<file path="config.mk">
export PLATFORM = sky130hd
export DESIGN_NAME = arf_wb_arbiter_flat
export DESIGN_NICKNAME = d
export VERILOG_FILES = /design/src/rtl/arf_wb_arbiter_if.sv /design/src/rtl/arf_wb_arbiter.sv /design/src/flat_wrapper.sv
export SDC_FILE = /design/constraint.sdc
export NUM_CORES = 1
export LEC_CHECK = 0
export CORE_ASPECT_RATIO = 1.25
export CORE_MARGIN = 5
export CORE_UTILIZATION = 41
export CTS_CLUSTER_DIAMETER = 60
export DETAILED_ROUTE_END_ITERATION = 7
export GPL_ROUTABILITY_DRIVEN = 0
export PLACE_DENSITY = 0.81
export SLEW_MARGIN = 20
export SYNTH_ARGS = -nofsm -noshare
export SYNTH_HDL_FRONTEND = slang
export SYNTH_SLANG_ARGS = --single-unit
</file>
<file path="constraint.sdc">
create_clock -name clk -period 3.5 [get_ports clk]
set_clock_uncertainty 0.05 [all_clocks]
set_input_delay 0.525 -clock clk [delete_from_list [all_inputs] [get_ports clk]]
set_output_delay 0.525 -clock clk [all_outputs]
set_load 0.05 [all_outputs]
</file>
<file path="src/rtl/arf_wb_arbiter_if.sv">
// Writeback bus between the execution units and the ARF write-port arbiter.
// master = requester side (with stall), slave = arbiter side.
interface arf_wb_arbiter_if #(
    parameter int NREQ = 3,
    parameter int DW   = 32,
    parameter int AW   = 5
);
    logic                 stall;
    logic [NREQ-1:0]      req_valid;
    logic [NREQ*AW-1:0]   req_reg;
    logic [NREQ*DW-1:0]   req_data;
    logic [NREQ-1:0]      req_ready;
    logic                 regwrite;
    logic [AW-1:0]        writereg;
    logic [DW-1:0]        writedata;
    logic [2:0]           grant_id;
    logic [NREQ-1:0]      starved;

    modport master (
        output stall, req_valid, req_reg, req_data,
        input  req_ready, regwrite, writereg, writedata, grant_id, starved
    );

    modport slave (
        input  stall, req_valid, req_reg, req_data,
        output req_ready, regwrite, writereg, writedata, grant_id, starved
    );
endinterface

</file>
<file path="src/rtl/arf_wb_arbiter.sv">
// Round-robin arbiter for the ARF write port with starvation override; optional ARF_WB_ZERO_DROP_EN drops writes to r0.
// Latency: 1 cycle from handshake to regwrite; one write per cycle.
// Backpressure: req_ready is one-hot and combinational, forced low by stall or rst.
module arf_wb_arbiter #(
    parameter int NREQ       = 3,
    parameter int DW         = 32,
    parameter int AW         = 5,
    parameter int STARVE_MAX = 7
) (
    input logic             clk,
    input logic             rst,
    arf_wb_arbiter_if.slave bus
);
    localparam int            CW    = $clog2(STARVE_MAX + 1);
    localparam logic [CW-1:0] SMAX  = CW'(STARVE_MAX);
    localparam logic [2:0]    LAST  = 3'(NREQ - 1);
    localparam logic [3:0]    NREQ4 = 4'(NREQ);

    logic [CW-1:0]   wait_cnt [NREQ];
    logic [2:0]      rr_ptr;
    logic [NREQ-1:0] grant;
    logic [NREQ-1:0] starved_v;
    logic            found;
    logic [3:0]      idx;
    logic [2:0]      grant_idx;
    logic [AW-1:0]   sel_reg;
    logic [DW-1:0]   sel_data;

    for (genvar i = 0; i < NREQ; i++) begin : g_starve
        assign starved_v[i] = (wait_cnt[i] >= SMAX);
    end

    assign bus.starved   = starved_v;
    assign bus.req_ready = grant;

    // Starved requesters win first (lowest index), else scan from rr_ptr with wrap.
    always_comb begin
        grant = '0;
        found = 1'b0;
        idx   = '0;
        if (!rst && !bus.stall) begin
            for (int i = 0; i < NREQ; i++) begin
                if (!found && bus.req_valid[i] && starved_v[i]) begin
                    grant[i] = 1'b1;
                    found    = 1'b1;
                end
            end
            for (int k = 0; k < NREQ; k++) begin
                idx = {1'b0, rr_ptr} + 4'(k);
                if (idx >= NREQ4) idx = idx - NREQ4;
                for (int j = 0; j < NREQ; j++) begin
                    if (!found && (4'(j) == idx) && bus.req_valid[j]) begin
                        grant[j] = 1'b1;
                        found    = 1'b1;
                    end
                end
            end
        end
    end

    always_comb begin
        grant_idx = '0;
        sel_reg   = '0;
        sel_data  = '0;
        for (int j = 0; j < NREQ; j++) begin
            if (grant[j]) begin
                grant_idx = 3'(j);
                sel_reg   = bus.req_reg[j*AW +: AW];
                sel_data  = bus.req_data[j*DW +: DW];
            end
        end
    end

    always_ff @(posedge clk) begin
        if (rst) begin
            bus.regwrite  <= 1'b0;
            bus.writereg  <= '0;
            bus.writedata <= '0;
            bus.grant_id  <= '0;
            rr_ptr        <= '0;
            for (int i = 0; i < NREQ; i++) wait_cnt[i] <= '0;
        end else begin
            if (|grant) begin
`ifdef ARF_WB_ZERO_DROP_EN
                bus.regwrite <= (sel_reg != '0);
`else
                bus.regwrite <= 1'b1;
`endif
                bus.writereg  <= sel_reg;
                bus.writedata <= sel_data;
                bus.grant_id  <= grant_idx;
                rr_ptr        <= (grant_idx == LAST) ? 3'd0 : grant_idx + 3'd1;
            end else begin
                bus.regwrite <= 1'b0;
            end
            // Counters hold through stall and saturate at STARVE_MAX.
            for (int i = 0; i < NREQ; i++) begin
                if (!bus.req_valid[i] || grant[i])
                    wait_cnt[i] <= '0;
                else if (!bus.stall && (wait_cnt[i] != SMAX))
                    wait_cnt[i] <= wait_cnt[i] + CW'(1);
            end
        end
    end
endmodule

</file>
<file path="src/flat_wrapper.sv">
// flat-port wrapper written by rule: the top's interface ports become plain ports
module arf_wb_arbiter_flat 
#(
    parameter int NREQ       = 3,
    parameter int DW         = 32,
    parameter int AW         = 5,
    parameter int STARVE_MAX = 7
)
  (clk, rst, bus_stall, bus_req_valid, bus_req_reg, bus_req_data, bus_req_ready, bus_regwrite, bus_writereg, bus_writedata, bus_grant_id, bus_starved);
  arf_wb_arbiter_if #(.NREQ(NREQ), .DW(DW), .AW(AW)) bus_i ();
  input logic clk;
  input logic rst;
  input wire logic [$bits(bus_i.stall)-1:0] bus_stall;
  input wire logic [$bits(bus_i.req_valid)-1:0] bus_req_valid;
  input wire logic [$bits(bus_i.req_reg)-1:0] bus_req_reg;
  input wire logic [$bits(bus_i.req_data)-1:0] bus_req_data;
  output wire logic [$bits(bus_i.req_ready)-1:0] bus_req_ready;
  output wire logic [$bits(bus_i.regwrite)-1:0] bus_regwrite;
  output wire logic [$bits(bus_i.writereg)-1:0] bus_writereg;
  output wire logic [$bits(bus_i.writedata)-1:0] bus_writedata;
  output wire logic [$bits(bus_i.grant_id)-1:0] bus_grant_id;
  output wire logic [$bits(bus_i.starved)-1:0] bus_starved;
  assign bus_i.stall = bus_stall;
  assign bus_i.req_valid = bus_req_valid;
  assign bus_i.req_reg = bus_req_reg;
  assign bus_i.req_data = bus_req_data;
  assign bus_req_ready = bus_i.req_ready;
  assign bus_regwrite = bus_i.regwrite;
  assign bus_writereg = bus_i.writereg;
  assign bus_writedata = bus_i.writedata;
  assign bus_grant_id = bus_i.grant_id;
  assign bus_starved = bus_i.starved;
  arf_wb_arbiter #(.NREQ(NREQ), .DW(DW), .AW(AW), .STARVE_MAX(STARVE_MAX)) u_core (.clk(clk), .rst(rst), .bus(bus_i));
endmodule
</file>
==> metrics.cfg, run 1 <==
[outcome]
status=complete, no violations

[cells_and_area]
num-nets-final=632
design_area_um2=5336
finalNonFillerCells=598
n_antenna_cell=0
final_cell_mix=clkdlybuf4s50_1 (158), dfxtp_1 (39), inv_1 (34), a22oi_1 (27), a221oi_2 (19)
synthToLayoutAreaGrowth_pct=56.80
layout-drive-gt1-share_pct=17.37
layout_commonest_cell=clkdlybuf4s50_1
fin_util_pct=65.12

[timing]
hold_viol=0
worst_slack_ns=0.07667
max-slew-margin-rel_pct=59.92
fmax_ghz=0.2921
rsz0062_at_grt=yes
finalMaxSlewViolations=0
period_needed_ns=3.423
period_share_pct=97.81
finalSetupViolCount=0
tightest_slew_ns=0.5967

[place]
port_buffers=162
postPlaceCellArea_um2=5110
post-place-ws_ns=0.07823
place_inst=587
dp_hpwl_um=8706

[routing]
postRouteAntennaNets=0
drtIter0Drc=184
drtPass1Iterations=5
vias=3475
drt-wirelength-per-cell_um=19.11
drcViolationCount=0
totalWireLength_um=11430
vias_per_cell=5.811

[worst_setup_path]
worstPathMaxFanout=24
cp-start-kind=flip-flop
critPathKind=flip-flop to output pin
cp.required_ns=2.92
endpoint_kind=output pin
crit_arrival_ns=2.85

[grt]
antenna_found_initial=0
grt_pass1_vias=3485
grt_max_degree=43
grt_overflow=0
grt_pass1_wl_um=17610
grtUsageTotal_pct=21.04

[pwr]
ir_drop_mv=0.2368
swShare_pct=39.43
p_leak_nw=2.006
p_int_mw=1.354
combPwrFrac_pct=49.7
power_mw=2.235
p_switching_uw=881.4
p_clk_share_pct=17.2
pwr-share-seq_pct=33.1
p_per_area_nw_per_um2=418.9

[synth]
netlist_instances=345
ys_async_sr_fraction_pct=0
yosysSeqAreaShare_pct=32.65
yosys_register_bits=51
ys_warn_count=0
netlist_area_um2=3403
synth_edf_count=9
synth_cell_types=70
syn_avg_cell_area_um2=9.865
synth_flop_cell=dfxtp_1
postSynthNetCount=477

[cts]
htree_levels=2
cts_sinks=51
cts.reportedPaths.clkPinSlew_ns=0.09
cts_buffer_depth=2
tritoncts=yes
clk_latency_ns=0.30
cts_buffers=5
ctsHoldBuffers=0
cts-root-buf=clkbuf_8

[die]
die_w_um=91.49
fp.dieH_um=111.9
start_util_pct=41.53
rows=37
ios=164
core_area_um2=8194
dieArea_um2=10230

[run]
cap_violations=0

[min_path]
hold_class=flip-flop to flip-flop

[through the flow]
| step | hold WS [ns] | TNS, ns |
|---|---|---|
| 6_report | 0.4150 | 0 |
| 5_1_grt | 0.4327 | -0.07534 |
| 4_1_cts | 0.4170 | 0 |
| 3_5_place_dp | 0.3886 | 0 |
| 3_3_place_gp | 0.3962 | 0 |
| 2_1_floorplan | 0.4671 | 0 |
[cell families (layout without fill, tap and decap cells)]
group,count (synthesis),in the layout,share of synthesized area (%)
XOR/XNOR,1,1,0.2574
adder cells (fa/ha/maj),15,15,5.515
multiplexers,3,3,1.250
other,1,1,0.1102
buffers and inverters,72,228,9.779
flip-flops,51,51,32.65
AO/OA/AOI/OAI,136,136,38.20
AND/OR/NAND/NOR,66,66,12.24
[metal layers]
| metal | wire, µm | GRT usage, % | share of wire (%) |
|---|---|---|---|
| met5 | 0 | 0 | 0 |
| met4 | 159 | 4.125 | 1.4 |
| met3 | 822 | 4.459 | 7.2 |
| met2 | 6012 | 38.96 | 53 |
| met1 | 4431 | 24.75 | 39 |
[cell usage after synthesis (all sizes together), types with 2 or more instances]
master,count,area share (%)
nor2,9,0.99
a21boi,2,0.44
dfxtp,42,25
o211ai,28,7.8
a221o,10,2.9
mux2i,2,0.59
a31oi,2,0.37
o311ai,3,1.3
nor4,2,0.55
a22o,10,2.6
nand4b,3,0.77
buf,24,4.4
a31o,3,0.77
a221oi,27,10
o31ai,2,0.44
a21oi,2,0.40
inv,37,4.1
nor3,4,0.92
nand3,3,0.44
o21ai,5,0.85
a32o,2,0.59
and4b,3,0.88
nand2b,8,1.5
nand4,4,0.74
or2,2,0.37
clkbuf,10,1.1
or3b,2,0.51
a211oi,4,1.0
nor4b,2,0.51
ha,15,5.5
edfxtp,9,7.9
a22oi,27,6.0
nand2,11,1.2
and2,6,1.2
[final cells by class]
class | count | area [µm²]
clock buffer | 6 | 93.84
clock inverter | 2 | 13.76
fill | 688 | 2858
inverter | 38 | 147.6
multi-input combinational | 222 | 1992
sequential | 51 | 1117
tap | 97 | 121.4
timing repair buffer | 182 | 1851
[power by group through the flow]
stage                     Sequential [mW]  Combinational, mW  Clock, mW
final                               0.741               1.11      0.384
after global routing                0.752               1.17      0.417
after CTS                           0.741               1.10      0.393
after detailed placement            0.752               1.09          0
after global placement              0.747               1.07          0
after floorplan                      1.02              0.419          0
[final timing paths]
check	from	endpoint	slack, ns	cells past startpoint
worst max-delay path	u_core.rr_ptr[0]$_SDFFE_PP0P_	bus_req_ready[0]	0.08	10
worst min-delay path	u_core.bus.writereg[4]$_SDFFE_PP0P_	u_core.bus.writereg[4]$_SDFFE_PP0P_	0.41	2
worst max register to register	u_core.rr_ptr[0]$_SDFFE_PP0P_	u_core.wait_cnt[2][1]$_SDFFCE_PN0P_	0.29	10
worst min register to register	u_core.bus.writereg[4]$_SDFFE_PP0P_	u_core.bus.writereg[4]$_SDFFE_PP0P_	0.41	2
[sequential cells by signal, indices dropped and copies added (netlist names)]
name,flops
u_core.bus.writereg,5
u_core.wait_cnt,9
u_core.bus.regwrite,1
u_core.rr_ptr,3
u_core.bus.writedata,32
u_core.bus.grant_id,1
[worst max-delay path: stages (launching register included)]
cell and delay (ns):
dfxtp_2 0.36, buf_8 0.17, ha_2 0.34, buf_4 0.18, and3b_1 0.16, o21ai_1 0.21
o31ai_1 0.17, or4_4 0.51, and2_4 0.19, inv_4 0.10, buf_12 0.15
[timing repair]
action	in CTS	in global routing
pin swaps	2	6
cloned	0	1
endpoints found under the setup margin	3	14
resized for setup	8	13
setup buffers	0	2
No activity file was read; power rests on OpenSTA's default activity.
==> run 2: changes to the inputs <==
CORE_MARGIN = 8   (was 5)
==> run 2 against run 1 <==
Compared with the run above: global-route usage decreased by 1.8 points; via count grew 0.17%; setup slack got worse by 0.013 ns; sequential power barely moved; hold slack got worse by 0.0030 ns; cell count decreased by 0.50%; critical path type unchanged; clock-buffer cell count stayed put; combinational power barely moved; register-to-register slack worse by 0.04 ns.
==> metrics.cfg, run 2 (same netlist as run 1, synthesis figures left out) <==
[cts]
cts.reportedPaths.clkPinSlew_ns=0.09  ; about the same
htree_levels=2  ; unchanged
cts_sinks=51  ; unchanged
cts-root-buf=clkbuf_8
tritoncts=yes
clk_latency_ns=0.29  ; about the same
ctsHoldBuffers=0  ; unchanged
cts_buffer_depth=2  ; unchanged
cts_buffers=5  ; unchanged

[die]
dieArea_um2=11490  ; +12%
die_w_um=97.49  ; +6.6%
core_area_um2=8148  ; -0.57%
start_util_pct=41.77  ; +0.24 points
ios=164  ; unchanged
fp.dieH_um=117.9  ; +5.4%
rows=37  ; unchanged

[outcome]
status=complete, no violations

[routing]
totalWireLength_um=11570  ; +1.3%
drt-wirelength-per-cell_um=19.45  ; +1.8%
postRouteAntennaNets=0  ; unchanged
drcViolationCount=0  ; unchanged
vias_per_cell=5.850  ; +0.68%
drtIter0Drc=178  ; -3.3%
drtPass1Iterations=5  ; unchanged
vias=3481  ; +0.17%

[worst_setup_path]
endpoint_kind=output pin
cp-start-kind=flip-flop
crit_arrival_ns=2.86  ; about the same
r2r_start=u_core.rr_ptr[0]$_SDFFE_PP0P_
cp.required_ns=2.92  ; about the same
critPathKind=flip-flop to output pin
worstPathMaxFanout=11  ; -54%
worstSetupStartpoint=u_core.rr_ptr[0]$_SDFFE_PP0P_

[timing]
period_share_pct=98.19  ; +0.38 points
fmax_ghz=0.2910  ; -0.38%
finalMaxSlewViolations=0  ; unchanged
tightest_slew_ns=0.9805  ; +0.3838 ns
hold_viol=0  ; unchanged
max-slew-margin-rel_pct=34.09  ; -26 points
finalSetupViolCount=0  ; unchanged
period_needed_ns=3.437  ; +0.01320 ns
holdWs_ns=0.4120  ; -0.002998 ns

[min_path]
worstHoldStart=u_core.bus.writedata[8]$_SDFFE_PP0P_
hold_class=flip-flop to flip-flop

[grt]
grtUsageTotal_pct=19.23  ; -1.8 points
antenna_found_initial=0  ; unchanged
grt_pass1_vias=3592  ; +3.1%
grt_pass1_wl_um=18540  ; +5.3%
grt_max_degree=36  ; -16%
grt_overflow=0  ; unchanged

[pwr]
ir_drop_mv=0.2256  ; -4.7%
p_leak_nw=1.967  ; -2.0%
p_per_area_nw_per_um2=412.3  ; -1.6%

[place]
postPlaceCellArea_um2=5115  ; about the same
port_buffers=162  ; unchanged
place_inst=586  ; -0.17%
dp_hpwl_um=9088  ; +4.4%

[cells_and_area]
n_antenna_cell=0  ; unchanged
layout_commonest_cell=clkdlybuf4s50_1
top_register=u_core.bus.writedata
largestRegisters=u_core.bus.writedata: 32 flops, u_core.wait_cnt: 9 flops, u_core.bus.writereg: 5 flops
final_cell_mix=clkdlybuf4s50_1 (158), dfxtp_1 (39), inv_1 (34), a22oi_1 (27), a221oi_2 (19)
synthToLayoutAreaGrowth_pct=54.56
fillers=682  ; -0.87%
design_area_um2=5260  ; -1.4%
num-nets-final=629  ; -0.47%
finalNonFillerCells=595  ; -0.50%
layout-drive-gt1-share_pct=16.67  ; -0.70 points
fin_util_pct=64.56  ; -0.57 points
largest_reg_flops=32  ; unchanged

[run]
cap_violations=0  ; unchanged

run 2: cell type report:
| class | count | area, µm² | share of cell area (%) |
|---|---|---|---|
| Clock buffer | 6 | 72.57 | 1.380 |
| Clock inverter | 2 | 12.51 | 0.2379 |
| Inverter | 38 | 147.6 | 2.807 |
| Multi-Input combinational cell | 222 | 1994 | 37.92 |
| Sequential cell | 51 | 1117 | 21.24 |
| Tap cell | 97 | 121.4 | 2.307 |
| Timing Repair Buffer | 179 | 1794 | 34.11 |
run 2: repair_timing:
action,in CTS,in global routing
resized for setup,6,9
pin swaps,0,4
setup endpoints to repair,3,3
setup buffers,0,1
run 2: metrics by stage:
step	power, mW	worst slack [ns]	TNS [ns]
5_1_grt	2.283	-0.01958	-0.01958
6_report	2.169	0.06347	0
3_5_place_dp	1.848	0.02702	0
4_1_cts	2.179	0.001813	0
3_3_place_gp	1.824	0.1112	0
2_1_floorplan	1.443	0.1724	0
run 2: power by group:
group | internal [mW] | switching (mW) | total, mW
combinational | 0.469 | 0.626 | 1.10
sequential | 0.689 | 0.0529 | 0.742
clock | 0.140 | 0.191 | 0.331
run 2: routing by layer:
layer	share of wire (%)	global-route usage, %	vias up	wire length (µm)
met5	0	0	-	0
met4	1.0	3.989	0	121
met3	7.6	3.993	9	876
met2	52	34.88	149	6060
met1	39	22.45	1667	4516
li1	-	-	1656	-
run 2: path summary, 6_finish.rpt:
kind,slack [ns],end,depth (start not counted)
worst max-delay path,0.06,bus_req_ready[0],10
worst min-delay path,0.41,u_core.bus.writedata[8]$_SDFFE_PP0P_,2
worst min register to register,0.41,u_core.bus.writedata[8]$_SDFFE_PP0P_,2
worst max register to register,0.25,u_core.bus.writedata[30]$_SDFFE_PP0P_,10
run 2: critical path: stages, from the launching register on:
cell and delay (ns):
dfxtp_2 0.35, buf_4 0.16, ha_1 0.32, buf_4 0.20, and4b_1 0.21, a32oi_1 0.20
o211ai_2 0.17, or4_4 0.55, and2_4 0.20, inv_6 0.08, buf_12 0.13
==> run 3: changes to the inputs <==
ABC_AREA = 1   (was default)
CORE_UTILIZATION = 46   (was 41)
PLACE_DENSITY = 0.87   (was 0.81)
clock period = 4.35 ns   (was 3.5 ns; I/O delays follow)
==> run 3 against run 2 <==
Compared with the run above: hold slack better by 0.012 ns; combinational power down 12%; largest power group unchanged; largest cell class unchanged; critical path depth rose by 9; setup slack gained 0.26 ns.
==> metrics.cfg, run 3 <==
[cts]
cts_sinks=51  ; unchanged
cts_buffer_depth=2  ; unchanged
tritoncts=yes
cts-root-buf=clkbuf_8
cts.reportedPaths.clkPinSlew_ns=0.09  ; about the same
htree_levels=2  ; unchanged
cts_buffers=5  ; unchanged
clk_latency_ns=0.29  ; about the same
ctsHoldBuffers=0  ; unchanged

[routing]
postRouteAntennaNets=0  ; unchanged
drtIter0Drc=155  ; -13%
drcViolationCount=0  ; unchanged
drt-wirelength-per-cell_um=13.53  ; -30%
totalWireLength_um=11400  ; -1.5%
vias_per_cell=5.005  ; -14%
drtPass1Iterations=4  ; -1
vias=4219  ; +21%

[timing]
period_needed_ns=4.024
period_share_pct=92.51
fmax_ghz=0.2485
finalMaxSlewViolations=0  ; unchanged
tightest_slew_ns=0.7392  ; -0.2413 ns
hold_viol=0  ; unchanged
tns_ns=0  ; unchanged
holdWs_ns=0.4240  ; +0.01203 ns
finalSetupViolCount=0  ; unchanged
rsz0062_at_grt=no
max-slew-margin-rel_pct=50.41  ; +16 points

[worst_setup_path]
cp.required_ns=3.65  ; +0.73 ns
r2r_start=u_core.rr_ptr[0]$_SDFFE_PP0P_
critPathKind=flip-flop to output pin
cp-start-kind=flip-flop
worstSetupStartpoint=u_core.rr_ptr[0]$_SDFFE_PP0P_
worstRegToRegCells=21  ; +11
crit_arrival_ns=3.32  ; +0.46 ns
rrSetupSlack_ns=0.63  ; +0.38 ns
endpoint_kind=output pin
worstPathMaxFanout=31  ; +20
rr_endpoint=u_core.wait_cnt[2][1]$_SDFFCE_PN0P_

[synth]
yosys_register_bits=51  ; unchanged
synth_most_common_cell=nand2_1
netlist_instances=606  ; +76%
yosysTopAreaCell=dfxtp_1
yosysSeqAreaShare_pct=29.64  ; -3.0 points
syn_avg_cell_area_um2=6.186  ; -37%
synth_cell_types=30  ; -57%
ys_async_sr_fraction_pct=0  ; unchanged
ys_warn_count=0  ; unchanged
synthTopCellsByArea=dfxtp_1 (22%), nand2_1 (21%), nor2_1 (9.8%), edfxtp_1 (7.2%), inv_1 (6.4%)
synth_flop_cell=dfxtp_1
synth_top_area_share_pct=22.43  ; -2.3 points
synth_edf_count=9  ; unchanged
synthTopCellsByCount=nand2_1 (213), nor2_1 (98), inv_1 (64)
netlist_area_um2=3749  ; +10%
postSynthNetCount=738  ; +55%

[cells_and_area]
multi_input_area_um2=2116  ; +6.1%
largest_reg_flops=32  ; unchanged
layout_commonest_cell=nand2_1
finalNonFillerCells=843  ; +42%
final_cell_mix=nand2_1 (213), clkdlybuf4s50_1 (159), nor2_1 (98), inv_1 (64), dfxtp_1 (42)
top_register=u_core.bus.writedata
largestRegisters=u_core.bus.writedata: 32 flops, u_core.wait_cnt: 9 flops, u_core.bus.writereg: 5 flops
seqCellArea_um2=1111  ; -0.56%
num-nets-final=877  ; +39%
fillers=699  ; +2.5%
synthToLayoutAreaGrowth_pct=44.56
fin_util_pct=67.27  ; +2.7 points
layout-drive-gt1-share_pct=6.166  ; -11 points
n_antenna_cell=0  ; unchanged

[die]
rows=37  ; unchanged
start_util_pct=46.54  ; +4.8 points
dieArea_um2=11310  ; -1.6%
fp.dieH_um=116.9  ; -0.79%
core_area_um2=8055  ; -1.1%
die_w_um=96.74  ; -0.77%
ios=164  ; unchanged

[pwr]
p_clk_share_pct=15.8  ; +0.5 points
pwr-share-seq_pct=32.6  ; -1.6 points
p_switching_uw=794.7  ; -8.7%
swShare_pct=42.54  ; +2.4 points
p_int_mw=1.073  ; -17%
ir_drop_mv=0.1602  ; -29%
p_leak_nw=2.669  ; +36%
combPwrFrac_pct=51.6  ; +1.1 points
p_per_area_nw_per_um2=344.7  ; -16%

[min_path]
worstHoldStart=u_core.bus.writedata[29]$_SDFFE_PP0P_
hold_path_end=u_core.bus.writedata[29]$_SDFFE_PP0P_
hold_path_depth=2  ; unchanged
hold_class=flip-flop to flip-flop

[grt]
antenna_found_initial=0  ; unchanged
met2_usage_pct=37.75  ; +2.9 points
grt-busiest-layer=met2
grt_pass1_wl_um=18620  ; +0.45%
grtUsageTotal_pct=19.56  ; +0.33 points
grt_pass1_vias=4254  ; +18%
grt_overflow=0  ; unchanged
grt_max_degree=67  ; +86%
gr-usage-met3_pct=6.459  ; +2.5 points
grt.met1_usage_pct=19.17  ; -3.3 points

[outcome]
status=complete, no violations

[place]
port_buffers=162  ; unchanged
dp_hpwl_um=8912  ; -1.9%
place_inst=835  ; +42%

[run]
cap_violations=0  ; unchanged

run 3: cell count changes in the layout (fill, tap and decap cells not counted), moves of 9 or more:
| cell | before | now |
|---|---|---|
| inv_1 | 34 | 64 |
| a221o_1 | 10 | 0 |
| nand3_1 | 3 | 41 |
| o211ai_2 | 11 | 0 |
| nand2_1 | 11 | 213 |
| nand3_2 | 0 | 10 |
| buf_4 | 14 | 5 |
| o211ai_1 | 17 | 0 |
| nor2_1 | 9 | 98 |
| a22o_1 | 10 | 0 |
| nand4_1 | 4 | 32 |
| a22oi_1 | 27 | 0 |
| a221oi_2 | 19 | 0 |
run 3: timing repair:
item                       4_1_cts  5_1_grt
resized for setup                0        3
setup endpoints to repair        0       10
buffers inserted                 0        0
run 3: logic make-up after synthesis:
family          Yosys count  share of synthesized area (%)
xor+xnor                  3                         0.7011
buf+inv                 109                          14.25
fa+ha+maj                15                          5.007
simple gates            412                          48.10
compound gates           15                          2.203
flops                    51                          29.64
other cells               1                         0.1000
run 3: final cells by class:
| cell class | count | share of cell area (%) |
|---|---|---|
| inverter | 74 | 5.195 |
| multi-input combinational | 446 | 39.04 |
| sequential | 51 | 20.50 |
| clock buffer | 8 | 1.847 |
| tap | 97 | 2.240 |
| timing repair buffer | 167 | 31.17 |
run 3: worst max-delay path by stage:
stage	to	cells past startpoint	slack, ns
CTS	bus_req_ready[2]	19	0.37
global route	bus_req_ready[2]	19	0.02
finish	bus_req_ready[2]	19	0.33
floorplan	bus_req_ready[2]	17	1.14
detailed placement	u_core.bus.writedata[24]$_SDFFE_PP0P_	19	0.42
global placement	u_core.bus.writedata[22]$_SDFFE_PP0P_	19	0.61
run 3: stage by stage:
stage	area, µm²	power (mW)	worst slack, ns
6_report	5419	1.868	0.3258
5_1_grt	5419	1.994	0.01594
4_1_cts	5405	1.879	0.3713
3_5_place_dp	5305	1.586	0.4209
3_3_place_gp	5305	1.562	0.6104
2_1_floorplan	3749	1.258	1.139
run 3: layer usage:
metal | wire length (µm) | vias up
met5 | 0 | -
met4 | 240 | 0
met3 | 907 | 23
met2 | 5982 | 158
met1 | 4274 | 1887
li1 | - | 2151
run 3: power by group through the flow:
stage | clock network [mW] | registers, mW | logic (mW)
6_report | 0.294 | 0.609 | 0.965
5_1_grt | 0.325 | 0.620 | 1.05
4_1_cts | 0.301 | 0.610 | 0.968
3_5_place_dp | 0 | 0.621 | 0.964
3_3_place_gp | 0 | 0.616 | 0.946
2_1_floorplan | 0 | 0.856 | 0.403
run 3: worst max-delay path, stage by stage, from the launching register on:
cell and delay, ns:
dfxtp_1 0.58, ha_1 0.25, inv_1 0.05, ha_1 0.26, inv_1 0.05, nand2_1 0.12
nand2_2 0.07, nand2_1 0.06, nand2_1 0.07, inv_2 0.06, nand2_1 0.08, nor2_2 0.14
nor2_1 0.08, nand3b_1 0.10, nand2_1 0.07, inv_2 0.04, nand2_1 0.05, nand2_2 0.11
clkinv_2 0.43, buf_12 0.33
